File: config.mk
export PLATFORM = sky130hd
export DESIGN_NAME = cpu_stage_controller
export DESIGN_NICKNAME = d
export VERILOG_FILES = /design/src/rtl/cpu_pkg.sv /design/src/rtl/cpu_decoder.sv /design/src/rtl/cpu_stage_controller.sv
export SDC_FILE = /design/constraint.sdc
export NUM_CORES = 1
export LEC_CHECK = 0
export CORE_AREA = 2 2 86 71
export DETAILED_ROUTE_END_ITERATION = 8
export DIE_AREA = 0 0 88 73
export PLACE_DENSITY = 0.67
export REMOVE_ABC_BUFFERS = 1
export SETUP_SLACK_MARGIN = 0.15
export SYNTH_ARGS = -nofsm -noshare
export SYNTH_HDL_FRONTEND = slang
export SYNTH_SLANG_ARGS = --single-unit
File: constraint.sdc
create_clock -name clk -period 1.8 [get_ports clk]
set_input_delay 0.36 -clock clk [delete_from_list [all_inputs] [get_ports clk]]
set_output_delay 0.36 -clock clk [all_outputs]
set_load 0.01 [all_outputs]
File: src/rtl/cpu_pkg.sv
// Shared types and constants for the CPU stage controller.
// Holds the state encoding, opcode and ALU codes, and the datapath widths.
package cpu_pkg;

    localparam int ADDR_W  = 8;
    localparam int INSTR_W = 8;

    typedef enum logic [2:0] {
        ST_IDLE      = 3'd0,
        ST_FETCH     = 3'd1,
        ST_DECODE    = 3'd2,
        ST_EXECUTE   = 3'd3,
        ST_MEMORY    = 3'd4,
        ST_WRITEBACK = 3'd5,
        ST_HALTED    = 3'd6
    } state_e;

    // Opcode lives in IR[7:5]; 3'b110 and 3'b111 are illegal.
    localparam logic [2:0] OP_LW   = 3'b000;
    localparam logic [2:0] OP_SW   = 3'b001;
    localparam logic [2:0] OP_J    = 3'b010;
    localparam logic [2:0] OP_ADD  = 3'b011;
    localparam logic [2:0] OP_ADDI = 3'b100;
    localparam logic [2:0] OP_SUB  = 3'b101;

    localparam logic [1:0] ALU_ADD  = 2'b00;
    localparam logic [1:0] ALU_SUB  = 2'b01;
    localparam logic [1:0] ALU_ADDI = 2'b10;

    typedef enum logic [1:0] {
        CLS_LOAD  = 2'd0,
        CLS_STORE = 2'd1,
        CLS_JUMP  = 2'd2,
        CLS_ALU   = 2'd3
    } op_class_e;

endpackage

File: src/rtl/cpu_decoder.sv
// Instruction decoder: classifies the IR, flags illegal opcodes,
// selects the ALU operation and forms the jump target.
module cpu_decoder
    import cpu_pkg::*;
(
    input  logic [INSTR_W-1:0] i_ir,
    output op_class_e          o_cls,
    output logic [1:0]         o_alu_op,
    output logic               o_illegal,
    output logic [ADDR_W-1:0]  o_jump_target
);

    assign o_jump_target = {3'b000, i_ir[4:0]};

    always_comb begin
        o_cls     = CLS_ALU;
        o_alu_op  = ALU_ADD;
        o_illegal = 1'b0;
        case (i_ir[7:5])
            OP_LW:   o_cls = CLS_LOAD;
            OP_SW:   o_cls = CLS_STORE;
            OP_J:    o_cls = CLS_JUMP;
            OP_ADD:  o_alu_op = ALU_ADD;
            OP_ADDI: o_alu_op = ALU_ADDI;
            OP_SUB:  o_alu_op = ALU_SUB;
            default: o_illegal = 1'b1;
        endcase
    end

endmodule

File: src/rtl/cpu_stage_controller.sv
// Multi-cycle CPU control FSM: fetch handshake with timeout, decode,
// execute, memory and writeback sequencing, PC and retired-instruction count.
module cpu_stage_controller
    import cpu_pkg::*;
#(
    parameter logic [ADDR_W-1:0] RESET_PC      = 8'h00,
    parameter int                FETCH_TIMEOUT = 15
) (
    input  logic               clk,
    input  logic               rst_n,
    input  logic               start,
    input  logic               halt_req,
    output logic               fetch_req,
    output logic [ADDR_W-1:0]  program_counter,
    input  logic               fetch_ack,
    input  logic [INSTR_W-1:0] instruction,
    output logic [2:0]         stage,
    output logic [1:0]         alu_op,
    output logic               reg_write,
    output logic               mem_read,
    output logic               mem_write,
    output logic               busy,
    output logic               fault,
    output logic [15:0]        instr_count
);

    localparam int WAIT_W = $clog2(FETCH_TIMEOUT + 1);

    state_e              r_state;
    state_e              w_next_state;
    logic [ADDR_W-1:0]   r_pc;
    logic [INSTR_W-1:0]  r_ir;
    logic [15:0]         r_count;
    logic                r_fault;
    logic [WAIT_W-1:0]   r_wait;

    op_class_e           w_cls;
    logic [1:0]          w_alu_op;
    logic                w_illegal;
    logic [ADDR_W-1:0]   w_jump_target;
    logic                w_timeout;

    cpu_decoder u_decoder (
        .i_ir          (r_ir),
        .o_cls         (w_cls),
        .o_alu_op      (w_alu_op),
        .o_illegal     (w_illegal),
        .o_jump_target (w_jump_target)
    );

    // r_wait counts completed FETCH cycles, so the last allowed cycle is FETCH_TIMEOUT-1.
    assign w_timeout = (r_wait == WAIT_W'(FETCH_TIMEOUT - 1));

    assign stage           = r_state;
    assign program_counter = r_pc;
    assign fault           = r_fault;
    assign instr_count     = r_count;

    always_ff @(posedge clk) begin
        if (!rst_n) begin
            r_state <= ST_IDLE;
            r_pc    <= RESET_PC;
            r_ir    <= '0;
            r_count <= '0;
            r_fault <= 1'b0;
            r_wait  <= '0;
        end else begin
            r_state <= w_next_state;
            r_wait  <= (r_state == ST_FETCH) ? r_wait + WAIT_W'(1) : '0;
            if (r_state == ST_FETCH && fetch_ack)
                r_ir <= instruction;
            if ((r_state == ST_FETCH && !fetch_ack && w_timeout) ||
                (r_state == ST_DECODE && w_illegal))
                r_fault <= 1'b1;
            if (r_state == ST_EXECUTE && w_cls == CLS_JUMP)
                r_pc <= w_jump_target;
            // Retirement: jumps already loaded their target in EXECUTE.
            if (r_state == ST_WRITEBACK) begin
                if (w_cls != CLS_JUMP)
                    r_pc <= r_pc + ADDR_W'(1);
                if (r_count != 16'hFFFF)
                    r_count <= r_count + 16'd1;
            end
        end
    end

    always_comb begin
        w_next_state = r_state;
        fetch_req    = 1'b0;
        alu_op       = ALU_ADD;
        reg_write    = 1'b0;
        mem_read     = 1'b0;
        mem_write    = 1'b0;
        busy         = 1'b1;
        case (r_state)
            ST_IDLE: begin
                busy = 1'b0;
                if (start) w_next_state = ST_FETCH;
            end
            ST_FETCH: begin
                fetch_req = 1'b1;
                if (fetch_ack)      w_next_state = ST_DECODE;
                else if (w_timeout) w_next_state = ST_HALTED;
            end
            ST_DECODE:
                w_next_state = w_illegal ? ST_HALTED : ST_EXECUTE;
            ST_EXECUTE: begin
                alu_op = w_alu_op;
                if (w_cls == CLS_LOAD || w_cls == CLS_STORE) w_next_state = ST_MEMORY;
                else                                          w_next_state = ST_WRITEBACK;
            end
            ST_MEMORY: begin
                mem_read     = (w_cls == CLS_LOAD);
                mem_write    = (w_cls == CLS_STORE);
                w_next_state = ST_WRITEBACK;
            end
            ST_WRITEBACK: begin
                reg_write    = (w_cls == CLS_LOAD || w_cls == CLS_ALU);
                w_next_state = halt_req ? ST_HALTED : ST_FETCH;
            end
            ST_HALTED: begin
                busy = 1'b0;
                if (start) w_next_state = ST_FETCH;
            end
            default: begin
                busy         = 1'b0;
                w_next_state = ST_IDLE;
            end
        endcase
    end

endmodule

-- After elaboration in Yosys (flattened, before gate mapping)
Index checks and enable logic that the tools add are counted.
- output and inout port bits: 35
- logic and storage cells: 65
- bits of input ports: 13
- register bits after elaboration: 40
- add/sub/neg operators: 3
- mux-type cells: 19
- eq/ne operators: 19
- reductions and logical operators: 18
- operators by type and width (cell ; number):
    $mux W8 ; 3
    $pmux W3 S6 ; 1
    $add A16 B1 Y16 const B ; 1
    $ne A16 B16 Y1 const B ; 1
    $eq A3 B3 Y1 const B ; 5
    $mux W3 ; 5
    $eq A3 B2 Y1 const B ; 4
    $add A8 B1 Y8 const B ; 1
    $mux W1 ; 7
    $eq A3 B1 Y1 const B ; 2
    $logic_not A3 Y1 ; 2
    $pmux W2 S3 ; 1
    $reduce_and A2 Y1 ; 3
    $reduce_or A6 Y1 ; 1
    $logic_and A1 B1 Y1 ; 5
    $reduce_or A5 Y1 ; 1
    $add A4 B1 Y4 const B ; 1
    $eq A2 B2 Y1 const B ; 2
    $eq A4 B4 Y1 const B ; 1
    $pmux W2 S2 ; 1
    $logic_or A1 B1 Y1 ; 3
    $ne A3 B3 Y1 const B ; 1
    $eq A2 B1 Y1 const B ; 1
    $logic_not A2 Y1 ; 1
    5 further kinds ; 5

-- Longest topological paths before layout
Gate-level depths: netlist (run 1).
- word-level depth: 7
- gate-level depth with buffers: 8
- depth with buffers taken out: 7

-- Cells and area by module
A second synthesis (run 1) with hierarchy kept.
- cell total of the unflattened synthesis: 257
- area, all modules: 2218.4 µm²
- modules (own cells, without submodules) (module ; cells an instance ; sequential area each (µm²) ; instances ; area an instance (µm²)):
    cpu_stage_controller ; 243 ; 800.8 ; 1 ; 2113.3
    cpu_decoder ; 14 ; 0.0 ; 1 ; 105.1

-- Least setup slack after synthesis (run 1)
Ideal clock, no wire load.
- path type: register to register
- from: reg r_ir[7]
- to: reg r_pc[6], in the netlist program_counter[6]
- setup slack: 0.021 ns
- cell stages (with the launch flop): 9
- clock period less this slack: 1.779 ns
- path buffers: 1
- arrival time: 1.714 ns
- setup time: 0.065 ns
- required time: 1.735 ns
- path through: dfxtp_1 nor2_1 nand2_1 ha_1 nand4bb_1 clkbuf_1 nor3_1 mux2_2 nor2_1
- word-level cells in the longest chain between the ends: 7
- elaborated cells between the ends (all ways): 10
- classes of those cells: eq/ne (4); mux (4); reduce/logical (2)
- ends and longest elaborated chain (item ; RTL line ; text):
    start: declaration ; cpu_stage_controller.sv:32 ; logic [INSTR_W-1:0] r_ir;
    start signal: assignment ; cpu_stage_controller.sv:71 ; r_ir <= instruction;
    $eq A3 B2 Y1 (tied with other cells) ; cpu_decoder.sv:19 ; case (i_ir[7:5])
    $pmux W2 S3 * ; cpu_decoder.sv:19 ;
    $eq A2 B2 Y1 ; cpu_stage_controller.sv:75 ; if (r_state == ST_EXECUTE && w_cls == CLS_JUMP)
    $logic_and A1 B1 Y1 ; cpu_stage_controller.sv:75 ;
    $mux W8 ; cpu_stage_controller.sv:75 ;
    $mux W8 ; cpu_stage_controller.sv:79 ; if (w_cls != CLS_JUMP)
    $mux W8 * ; cpu_stage_controller.sv:78 ; if (r_state == ST_WRITEBACK) begin
    end signal: assignment ; cpu_stage_controller.sv:76 ; r_pc <= w_jump_target;
    end signal: assignment ; cpu_stage_controller.sv:80 ; r_pc <= r_pc + ADDR_W'(1);
    end: declaration ; cpu_stage_controller.sv:31 ; logic [ADDR_W-1:0] r_pc;
Mark *: on every way between the ends. The rest lies on a longest branch, timed or not.
A chain may end at the register's enable or synchronous reset.

-- Worst setup path in the final report (run 1)
- from: reg r_ir[6]
- to: out reg_write
- word-level cells in the longest chain between the ends: 5
- elaborated cells between the ends (all ways): 8
- classes of those cells: eq/ne (3); mux (2); reduce/logical (3)
- ends and longest elaborated chain (item ; RTL line ; text):
    $eq A3 B2 Y1 (tied with other cells) ; cpu_decoder.sv:19 ;
    $pmux W2 S3 * ; cpu_decoder.sv:19 ;
    $eq A2 B2 Y1 / $logic_not A2 Y1 (equally long branches) ; cpu_stage_controller.sv:118 ; reg_write = (w_cls == CLS_LOAD || w_cls == CLS_ALU);
    $logic_or A1 B1 Y1 * ; cpu_stage_controller.sv:118 ;
    $mux W1 * ; cpu_stage_controller.sv:95 ; case (r_state)
    end: declaration ; cpu_stage_controller.sv:19 ; output logic reg_write,
Marks and branches as above.

==> run_results.csv, run 1 <==
group,metric,value,unit
place,io_buffer_count,47,
finish,post_layout_nonfiller_instances,418,
setup_path,critical_path.max_stage_delay,0.37,ns
die,starting_density,38.03,%
die,die_h,73,um
setup_path,crit_path_end_kind,"primary output",
power_and_ir_drop,internal-power,0.001487,W
die,chipWidth,88,um
min_path,min_path_type,"reg2reg",
global_routing,grt-ovfl-total,0,
power_and_ir_drop,power_density,653.7,nW/um2
power_and_ir_drop,combPwrFrac,22.9,%
synthesis,synthCells,258,
sta,final_min_period_over_clock_period,95.85,%
finish,final_cell_mix,"buf_4 (34), clkdlybuf4s50_1 (30), nor2_1 (26)",
finish,layout_cell_share_with_drive_strength_beyond_1,29.38,%
sta,fmax,579.6,MHz
synthesis,synthFlopType,"dfxtp_1",
setup_path,critical_path_arrival,1.37,ns
drt,detailroute.via_count,2170,
global_routing,grt_pass1_vias,1945,
global_routing,all_layer_global_routing_usage,18.23,%
power_and_ir_drop,power.static_leakage,1.236,nW
place,placed_area,2899,um2
drt,drt-vias-per-instance,5.191,
die,rows,25,
sta,finalWorstPathRequiredPeriod,1.725,ns
drt,antenna_left,0,
global_routing,largest_net_degree_at_the_start_of_global_routing,13,
global_routing,global_route_wire_length_before_repair,9135,um
finish,flow.area_growth_from_synthesis,47.53,%
clocking,root_buffer,"clkbuf_8",
synthesis,number_of_synthesized_register_bits,40,
clocking,max-clock-path-buffers,2,
drt,top_layer_used,"met4",
drt,drc,0,
sta,setup_viol,0,
die,floorplan.io_pins,48,
flow_run,cap_violations,0,
finish,sequential_cell_area,832.0,um2
drt,routed_wl,5627,um
drt,m1WireLength,2935,um
sta,slew_violations,0,
sta,fin_skew,0.007828,ns
finish,number_of_antenna_repair_diodes,0,
setup_path,critical_path_cell_by_cell,"nor3b_2 > ha_1 > and2_4 > buf_6",
finish,num-nets-final,354,
drt,met3_wirelength,236,um
setup_path,worst_reg_to_reg_setup_slack,0.13,ns
power_and_ir_drop,power.ir.vdd_worst,0.3679,mV
clocking,clock-sinks,40,
synthesis,synth_top_cell_area_share,37.19,%
finish,multi_input_area,1364,um2
synthesis,yosys_warnings,0,
power_and_ir_drop,sequentialPowerShare,46.6,%
sta,grt_setup_unrepaired,"true",
setup_path,cp_data_required_time,1.44,ns
drt,drt_iter0_markers,121,
synthesis,synth.lib_cells_used.distinct,48,
finish,layout_commonest_cell,"buf_4",
clocking,worst_setup_hold_path_clk_slew,0.08,ns
drt,wire_per_inst,13.46,um
die,core-area,5662,um2
place,place_congestion,0.8377,
place,dp_worst_setup_slack,-0.06242,ns
synthesis,post_synth.cell_area_avg,8.346,um2
sta,tightestPinTransition,0.3567,ns
clocking,clock_insertion_delay_worst_skew,0.30,ns
global_routing,antenna_found_initial,0,
die,design.die.area,6424,um2
drt,met2_length,2345,um
outcome,run_status,"finished, final reports clean",
clocking,cts-buffers-inserted,5,
finish,fin_area,3177,um2
sta,timing.final.ws_setup,0.07469,ns
place,dpl.cell_count,403,
clocking,tritoncts_clock_tree,"yes",
setup_path,timing.critical_path.slowest_stage_cell,"dfxtp_2",
power_and_ir_drop,power.share.switching,28.40,%
synthesis,post-synth-top-area-cell,"dfxtp_1",
power_and_ir_drop,netSwitchingPower,0.0005899,W
power_and_ir_drop,power.share.clock,30.5,%
synthesis,synth_enable_flop_cells,0,
finish,final_core_utilization,56.11,%
synthesis,synth.cell_area,2153,um2
synthesis,ys_seq_area_share,37.19,%
setup_path,timing.setup.critical_path_class,"reg2out",
synthesis,top_area_cells_in_the_synthesized_netlist,"dfxtp_1 (37%), mux2i_1 (7.0%), nor2_1 (4.9%)",
finish,nFillCells,517,
sta,hold_viol_final,0,
setup_path,start_kind,"flop",
setup_path,critical_path_peak_fanout,3,
place,post-dp-hpwl,4088,um
drt,firstDrtPassIters,4,
synthesis,synth-async-reset-ratio,0,%
clocking,htree_num_levels,2,
sta,max_slew_margin,76.00,%
clocking,cts_hold_repair.buffers,0,
==> synthesized netlist by cell type, types with 2 or more instances <==
cell and n:
a211oi_1 3, a21boi_0 2, a21oi_1 15, a31oi_1 2, a32oi_1 2, and2_1 3, and3_1 2, and4_1 2
and4b_1 2, buf_2 3, buf_4 3, clkbuf_1 8, dfxtp_1 40, ha_1 5, inv_1 9, mux2_2 3
mux2i_1 15, nand2_1 26, nand2b_1 11, nand3_1 11, nand4_1 6, nand4b_1 2, nor2_1 28, nor2b_1 3
nor3_1 5, nor3b_1 3, nor4_1 6, o211a_1 3, o21ai_0 6, o221ai_1 2, o311ai_0 2, o31ai_1 4
or3_1 2, or4_1 5
==> sequential cells by signal, indices dropped and copies added (netlist names) <==
register	flops
instr_count	16
r_ir	8
stage	3
program_counter	8
fault	1
r_wait	4
==> power by group through the flow <==
| stage | Combinational [W] | Clock [W] | Sequential (W) |
|---|---|---|---|
| after floorplan | 0.000169 | 0 | 0.000996 |
| after global placement | 0.000415 | 0 | 0.000976 |
| after detailed placement | 0.000419 | 0 | 0.000978 |
| after CTS | 0.000451 | 0.000644 | 0.000964 |
| after global routing | 0.000518 | 0.000685 | 0.000975 |
| final | 0.000475 | 0.000633 | 0.000968 |
==> per-stage QoR <==
stage	total power (W)	TNS [ns]	hold slack, ns
2_1_floorplan	0.001165	-0.8790	0.4297
3_3_place_gp	0.001391	-0.01942	0.4442
3_5_place_dp	0.001397	-0.07470	0.4579
4_1_cts	0.002058	0	0.4753
5_1_grt	0.002178	0	0.5052
6_report	0.002077	0	0.4717
==> final cells by class <==
cell class | count | area share [%]
clock buffers | 6 | 2.599
inverters | 9 | 1.063
multi-input cells | 194 | 42.93
well taps | 81 | 3.190
clock inverters | 2 | 0.3151
repair buffers | 86 | 23.71
flip-flops and latches | 40 | 26.19
==> repair_timing <==
item,in CTS,in global routing
resized for setup,67,24
setup buffers,4,3
pin swaps,9,11
endpoints found under the hold margin,0,0
endpoints found under the setup margin,35,32
==> worst paths after layout <==
| path | to | start | cells after the start |
|---|---|---|---|
| hold reg to reg | fault | fault | 2 |
| hold / removal | fault | fault | 2 |
| setup reg to reg | instr_count[15] | stage[1] | 5 |
| setup / recovery | reg_write | r_ir[6] | 4 |
==> logic make-up after synthesis <==
logic type	after synthesis	synth area share, %
XOR/XNOR	2	0.8136
multiplexers	18	8.541
flip-flops	40	37.19
buffers and inverters	24	5.229
AND/OR/NAND/NOR	123	30.97
adder cells (fa/ha/maj)	5	2.905
AO/OA/AOI/OAI	46	14.35
==> worst max-delay path: cells and delay by family, from the launching register on <==
family,cells,cell delay [ns]
flip-flops,1,0.37
AND/OR/NAND/NOR,2,0.33
adder cells (fa/ha/maj),1,0.26
buffers and inverters,1,0.11
==> metal layers <==
metal  GRT usage (%)  up-vias
met2           25.84       56
li1                -     1098
met1           26.72     1008
met5               0        -
met4           8.034        0
met3           3.394        8
(Power assumes the default switching activity.)
==> inputs of run 2 (changes only) <==
--- a/config.mk
+++ b/config.mk
@@ -5,7 +5,9 @@
 export SDC_FILE = /design/constraint.sdc
 export NUM_CORES = 1
 export LEC_CHECK = 0
+export CAP_MARGIN = 20
 export CORE_AREA = 2 2 86 71
+export CTS_CLUSTER_SIZE = 24
 export DETAILED_ROUTE_END_ITERATION = 8
 export DIE_AREA = 0 0 88 73
 export PLACE_DENSITY = 0.67
==> results of run 2 <==
Final layout, timing and power as in run 1 (identical DEF).
